## src/rtl/iter_shift_unit.sv

```systemverilog
// iter_shift_unit: multi-cycle SLL/SRL/SRA/PASS unit shifting STEP bits per clock.
// Ports: i_clk/i_reset(async, active-high)/i_flush; request i_valid/o_ready with i_op, i_data, i_shamt;
// response o_valid/i_ready with o_result; o_busy high while shifting or holding a result.
module iter_shift_unit #(
  parameter int STEP = 4
) (
  input  logic        i_clk,
  input  logic        i_reset,
  input  logic        i_flush,
  input  logic        i_valid,
  output logic        o_ready,
  input  logic [1:0]  i_op,
  input  logic [31:0] i_data,
  input  logic [4:0]  i_shamt,
  output logic        o_valid,
  input  logic        i_ready,
  output logic [31:0] o_result,
  output logic        o_busy
);
  typedef enum logic [1:0] {IDLE, SHIFT, DONE} state_t;
  localparam logic [4:0] STEP5 = 5'(STEP);
  state_t      state_q;
  logic [31:0] data_q;
  logic [4:0]  rem_q;
  logic [1:0]  op_q;
  logic        valid_q;
  logic [4:0]  k;
  logic [4:0]  rem_nx;
  logic [31:0] sra;
  logic [31:0] shifted;
  always_comb begin
    k = (rem_q < STEP5) ? rem_q : STEP5;
    rem_nx = rem_q - k;
    // Sign bit never changes across stages, so extending the current word is exact.
    sra = 32'({{32{data_q[31]}}, data_q} >> k);
    shifted = (op_q == 2'b00) ? data_q << k : (op_q == 2'b01) ? data_q >> k : sra;
  end
  always_ff @(posedge i_clk or posedge i_reset) begin
    if (i_reset) begin
      state_q <= IDLE;
      data_q <= '0;
      rem_q <= '0;
      op_q <= '0;
      valid_q <= 1'b0;
    end else if (i_flush) begin
      state_q <= IDLE;
      valid_q <= 1'b0;
    end else begin
      case (state_q)
        IDLE: if (i_valid) begin
          data_q <= i_data;
          op_q <= i_op;
          rem_q <= i_shamt;
          if (i_shamt == 5'd0 || i_op == 2'b11) begin
            state_q <= DONE;
            valid_q <= 1'b1;
          end else begin
            state_q <= SHIFT;
          end
        end
        SHIFT: begin
          data_q <= shifted;
          rem_q <= rem_nx;
          if (rem_nx == 5'd0) begin
            state_q <= DONE;
            valid_q <= 1'b1;
          end
        end
        DONE: if (i_ready) begin
          state_q <= IDLE;
          valid_q <= 1'b0;
        end
        default: state_q <= IDLE;
      endcase
    end
  end
  assign o_ready = state_q == IDLE;
  assign o_busy = state_q != IDLE;
  assign o_valid = valid_q;
  assign o_result = data_q;
endmodule

```

## config.mk

```make
export PLATFORM = sky130hd
export DESIGN_NAME = iter_shift_unit
export DESIGN_NICKNAME = d
export VERILOG_FILES = /design/src/rtl/iter_shift_unit.sv
export SDC_FILE = /design/constraint.sdc
export NUM_CORES = 1
export LEC_CHECK = 0
export ABC_AREA = 1
export BUFFER_PORTS_ARGS = -buffer_cell sky130_fd_sc_hd__buf_2
export CAP_MARGIN = 10
export CORE_ASPECT_RATIO = 0.6
export CORE_MARGIN = 5
export CORE_UTILIZATION = 50
export DETAILED_ROUTE_END_ITERATION = 12
export PLACE_DENSITY = 0.76
export RECOVER_POWER = 50
export SKIP_CTS_REPAIR_TIMING = 1
export SLEW_MARGIN = 20
export SYNTH_ARGS = -nofsm -noshare
export SYNTH_HDL_FRONTEND = slang
export SYNTH_SLANG_ARGS = --single-unit
```

## constraint.sdc

```tcl
create_clock -name i_clk -period 1.7 [get_ports i_clk]
set_input_delay 0.17 -clock i_clk [delete_from_list [all_inputs] [get_ports i_clk]]
set_output_delay 0.17 -clock i_clk [all_outputs]
set_load 0.01 [all_outputs]
```

==> flow_summary.json, run 1 <==
{
  "yosys.area.top_type": "nand3_1",
  "end_kind": "register",
  "synth-seq-cells": 42,
  "netlist-cell-type-count": 28,
  "netlist.area_leader.share": 0.284,
  "max_cap_violations": 0,
  "required_ps": 1910,
  "avgSynthCellArea_um2": 5.84,
  "start_util": 0.519,
  "r2r_start": "rem_q[4]",
  "power_density_nw_per_um2": 1770,
  "crit_type": "register to register",
  "viasPerCell": 6.09,
  "clk_pin_slew_ps": 70,
  "r2r_end": "o_result[13]",
  "cts_sinks": 42,
  "cts_buffers": 5,
  "grt_max_degree": 33,
  "fillers": 730,
  "worst_pin_slew_ps": 684,
  "worst_slack_ps": -191,
  "status": "complete, but fails checks",
  "synthAdderAreaFrac": 0.0121,
  "fmax_ghz": 0.529,
  "syn_nets": 757,
  "htreeDepth": 2,
  "clock_latency_ps": 300,
  "start_kind": "register",
  "p_leak_nw": 2.53,
  "drt.antenna.violating_nets": 0,
  "first_global_vias": 5133,
  "failed_checks": "setup timing",
  "cp.arrival_ps": 2100,
  "place_congestion": 1.02,
  "finalPower_mw": 9.87,
  "synthMuxAreaShare": 0,
  "finalWirelength_um": 16200,
  "die_h_um": 80.5,
  "tritoncts": "done",
  "drive_gt1_frac": 0.240,
  "grt_pass1_wl_um": 25200,
  "ys_warn_count": 0,
  "nNetsFinal": 881,
  "synthSimpleGateAreaFrac": 0.574,
  "via_count": 5726,
  "multiInputGateArea_um2": 2990,
  "dieArea_um2": 10300,
  "synth-xor-area-share": 0,
  "endpoint": "o_result[13]",
  "area_growth_syn_to_layout_pct": 34.4,
  "whs_ps": 131,
  "hpwl_um": 11700,
  "synth_compound_area_frac": 0.0798,
  "fin_crit_ps": 1890,
  "final-seq-area_um2": 1050,
  "crit_start": "rem_q[4]",
  "core_um2": 7980,
  "ir_worst_vdd_mv": 0.834,
  "rr_worst_depth": 11,
  "maxSlewViolCount": 0,
  "num_rows": 25,
  "diodes": 0,
  "syn_area_um2": 4140,
  "final_common_cell": "nand3_1",
  "drc": 0,
  "synth_top_family_by_area": "simple AND/OR/NAND/NOR gates",
  "clock_path_buffers": 2,
  "rsz0062_at_grt": "true",
  "final_hold_viol_count": 0,
  "regToRegSetupSlack_ps": -190,
  "dr.pass1.iters": 8,
  "yosysSeqAreaShare": 0.254,
  "drtIter0Drc": 1010,
  "fin_crit_sh": 1.11,
  "fin_tns_setup_ps": -4590,
  "hp-class": "primary input to register",
  "clockRootBuffer": "clkbuf_16",
  "skew_ps": 8.50,
  "die_w_um": 127,
  "ios": 79,
  "grt.total_usage": 0.305,
  "numPortBuffers": 78,
  "overflow": 0,
  "cp_max_fo": 24,
  "ys_top_cells_by_area": "nand3_1 (28%), dfrtp_1 (25%), nand2_1 (16%), nor2_1 (9.4%), a21oi_1 (4.4%)",
  "routedWlPerCell_um": 17.2,
  "finalSetupViolations": 35,
  "synthCells": 709,
  "max_slew_margin": 0.541,
  "dpl_worst_slack_ps": -170,
  "final_cell_mix": "nand3_1 (221), nand2_1 (166), nor2_1 (95)",
  "grt_antenna_before_repair": 0
}
-- report_power, final --
part	internal [mW]	total [mW]	leakage [nW]	switching, mW
registers	1.49	2.10	0.473	0.603
logic	2.66	6.79	1.99	4.13
clock network	0.540	0.979	0.0640	0.439
total	4.70	9.87	2.53	5.17
-- cell families (layout without fill, tap and decap cells) --
kind of cell               Yosys count  in the layout
buffers and inverters               66            189
and+or+nand+nor                    535            536
other                                1              1
AOI/OAI and AO/OA                   61             61
adders and majority gates            4              4
DFF                                 42             42
-- synthesized netlist by cell type (all sizes together) --
master and n:
nand3 236, nand2 181, o211ai 4, ha 4, o21ai 15, clkbuf 6
conb 1, nor3 2, a21oi 36, or2 2, buf 32, nand4 5
dfrtp 42, o22ai 1, a22oi 2, a31oi 2, a211oi 1, nor2 109
inv 28
-- per-stage QoR --
step           cells  area, um^2  utilization
6_report         941        5570        0.698
5_1_grt          941        5570        0.698
3_5_place_dp     924        5130        0.643
4_1_cts          931        5260        0.659
2_1_floorplan    709        4220            -
3_3_place_gp     924        5130        0.643
-- layer usage --
| layer | share of wire | global-route usage | wire [um] | vias up |
|---|---|---|---|---|
| li1 | - | - | - | 2652 |
| met5 | 0 | 0 | 0 | - |
| met4 | 0.018 | 0.0814 | 290 | 0 |
| met1 | 0.44 | 0.449 | 7100 | 2572 |
| met2 | 0.40 | 0.438 | 6480 | 449 |
| met3 | 0.14 | 0.0751 | 2290 | 53 |
-- registers in the layout (all words and copies together) (netlist names) --
register and count:
state_q 2, o_result 32, rem_q 5, o_valid 1
op_q 2
-- worst min path at each step --
stage               start      endpoint  cells after the start
3_3_place_gp      i_reset   o_result[2]                      2
4_1_cts           i_reset  o_result[17]                      2
6_report          i_op[1]       op_q[1]                      3
2_1_floorplan  i_shamt[0]      rem_q[0]                      2
3_5_place_dp      i_reset   o_result[2]                      2
5_1_grt        i_shamt[1]      rem_q[1]                      3
-- critical path, cell delays in order (launching register included) --
cell and delay (ps):
dfrtp_1 390, nor2_2 160, nand2_2 130, buf_6 170
nor2_8 220, inv_4 90, buf_12 160, nand3_1 110
nand3_1 110, nand3_1 110, nor2_1 50, nor2_1 110
-- final cells by class --
class	count	area share
tap	108	0.0243
inverter	28	0.0198
multi-input combinational	602	0.537
sequential	42	0.189
clock buffer	7	0.0238
timing repair buffer	154	0.206
Power figures use the tool's default switching activity.
==> run 2, diff against run 1 <==
--- a/config.mk
+++ b/config.mk
@@ -12,6 +12,7 @@
 export CORE_MARGIN = 5
 export CORE_UTILIZATION = 50
 export DETAILED_ROUTE_END_ITERATION = 12
+export GPL_TIMING_DRIVEN = 0
 export PLACE_DENSITY = 0.76
 export RECOVER_POWER = 50
 export SKIP_CTS_REPAIR_TIMING = 1
==> run 2 against run 1 <==
Against the previous run:
- the flow still finishes with violations (setup timing)
- critical path depth grew 2
- global-route usage grew 5.2 points
- via count grew 9.1%
- wire length grew 25%
- sequential power grew 6%
- clock power grew 18%
- sequential cell count is the same
- critical path type unchanged
==> flow_summary.json, run 2 (same netlist as run 1, synthesis figures left out) <==
{
  "final_cell_mix": "nand3_1 (212), nand2_1 (155), nor2_1 (89)",
  "routedWlPerCell_um": 21.6,
  "drtIter0Drc": 1354,
  "cp_common_cell": "nand2_1",
  "drive_gt1_frac": 0.331,
  "numPortBuffers": 78,
  "path_buf_inv": 1,
  "maxSlewViolCount": 0,
  "p_leak_nw": 2.69,
  "crit_cells": 13,
  "crit_type": "register to register",
  "ios": 79,
  "max_slew_margin": 0.447,
  "core_um2": 7980,
  "viasPerCell": 6.66,
  "regToRegSetupSlack_ps": -400,
  "finalWirelength_um": 20300,
  "fmax_ghz": 0.477,
  "drt.antenna.violating_nets": 0,
  "die_w_um": 127,
  "worst_slack_ps": -396,
  "largest_register_ffs": 32,
  "grt_antenna_before_repair": 0,
  "failed_checks": "setup timing",
  "dpl_worst_slack_ps": -545,
  "rsz0062_at_grt": "true",
  "status": "complete, but fails checks",
  "grt_pass1_wl_um": 28100,
  "cts_buffers": 5,
  "nNetsFinal": 878,
  "diodes": 0,
  "fillers": 644,
  "crit_start": "rem_q[4]",
  "final_hold_viol_count": 0,
  "grt_max_degree": 25,
  "end_kind": "register",
  "drc": 0,
  "r2r_start": "rem_q[4]",
  "required_ps": 1890,
  "power_density_nw_per_um2": 1820,
  "fin_crit_ps": 2100,
  "ir_worst_vdd_mv": 1.13,
  "start_kind": "register",
  "rr_worst_depth": 13,
  "place_congestion": 0.983,
  "cpLargestDelayFamily": "simple AND/OR/NAND/NOR gates",
  "hpwl_um": 13800,
  "dieArea_um2": 10300,
  "die_h_um": 80.5,
  "finalSetupViolations": 40,
  "htreeDepth": 2,
  "via_count": 6246,
  "cp.arrival_ps": 2290,
  "skew_ps": 7.35,
  "clock_path_buffers": 2,
  "slowest_stage": "dfrtp_1",
  "clockRootBuffer": "clkbuf_16",
  "clock_latency_ps": 300,
  "clk_pin_slew_ps": 70,
  "area_growth_syn_to_layout_pct": 43.2,
  "max_stage_delay_ps": 420,
  "r2r_end": "o_valid",
  "num_rows": 25,
  "dr.pass1.iters": 9,
  "first_global_vias": 5201,
  "overflow": 0,
  "fin_crit_sh": 1.23,
  "hp-class": "primary input to register",
  "worst_pin_slew_ps": 829,
  "post-route-util": 0.743,
  "start_util": 0.519,
  "grt.total_usage": 0.357,
  "cts_sinks": 42,
  "worstPathCellList": "nor2_4 -> nand2_4 -> buf_12 -> nand2_8 -> ha_4 -> a21oi_2 -> nand3_1 -> nor2_1 -> nand3_2 -> nand2_2 -> nand2_1 -> nand2_1 -> nand2_1",
  "tritoncts": "done",
  "endpoint": "o_valid",
  "cp_max_fo": 5,
  "max_cap_violations": 0,
  "final_common_cell": "nand3_1"
}
run 2: worst register-to-register path, delay by kind of cell, from the launching register on:
family	cells	cell delay [ps]
and+or+nand+nor	10	1100
DFF	1	420
adders and majority gates	1	200
AOI/OAI and AO/OA	1	90
buffers and inverters	1	160
run 2: final cells by class:
class	count	area, um^2	share of cell area
multi-input combinational	601	3260	0.550
sequential	42	1050	0.177
tap	108	135	0.0228
clock buffer	6	139	0.0234
buffer	38	432	0.0728
clock inverter	1	30.0	0.00506
timing repair buffer	114	756	0.127
inverter	28	125	0.0211
run 2: how the worst min path moves through the flow:
stage               startpoint          end  slack (ps)  cells after the start
finish              i_shamt[0]     rem_q[0]         150                      3
CTS                    i_reset  o_result[2]        -110                      2
floorplan           i_shamt[0]     rem_q[0]         320                      2
global route           i_op[1]      op_q[1]         180                      3
detailed placement     i_reset  o_result[2]         210                      2
global placement    i_shamt[0]     rem_q[0]         430                      3
run 2: where the power goes:
part / internal [mW] / leakage [nW] / total, mW / switching [mW]
clock: 0.727 / 0.0829 / 1.16 / 0.432
sequential: 1.50 / 0.472 / 2.23 / 0.733
combinational: 2.70 / 2.14 / 7.40 / 4.70
run 2: per-layer routing:
metal  vias up  part of all wire  global-route usage
met1      2824              0.39               0.511
met2       629              0.40               0.507
met3       132              0.17               0.118
met5         -                 0                   0
met4         0             0.041              0.0974
li1       2661                 -                   -
run 2: metrics by stage:
stage	cell area (um^2)	cells	total power, mW	hold slack [ps]	setup TNS [ps]
4_1_cts	4940	903	8.91	-106	-16840
6_report	5930	938	10.8	149	-10330
3_3_place_gp	4740	895	7.61	431	-16170
3_5_place_dp	4770	896	7.75	206	-16220
2_1_floorplan	4220	709	5.91	325	-206
5_1_grt	5930	938	11.3	175	-12500
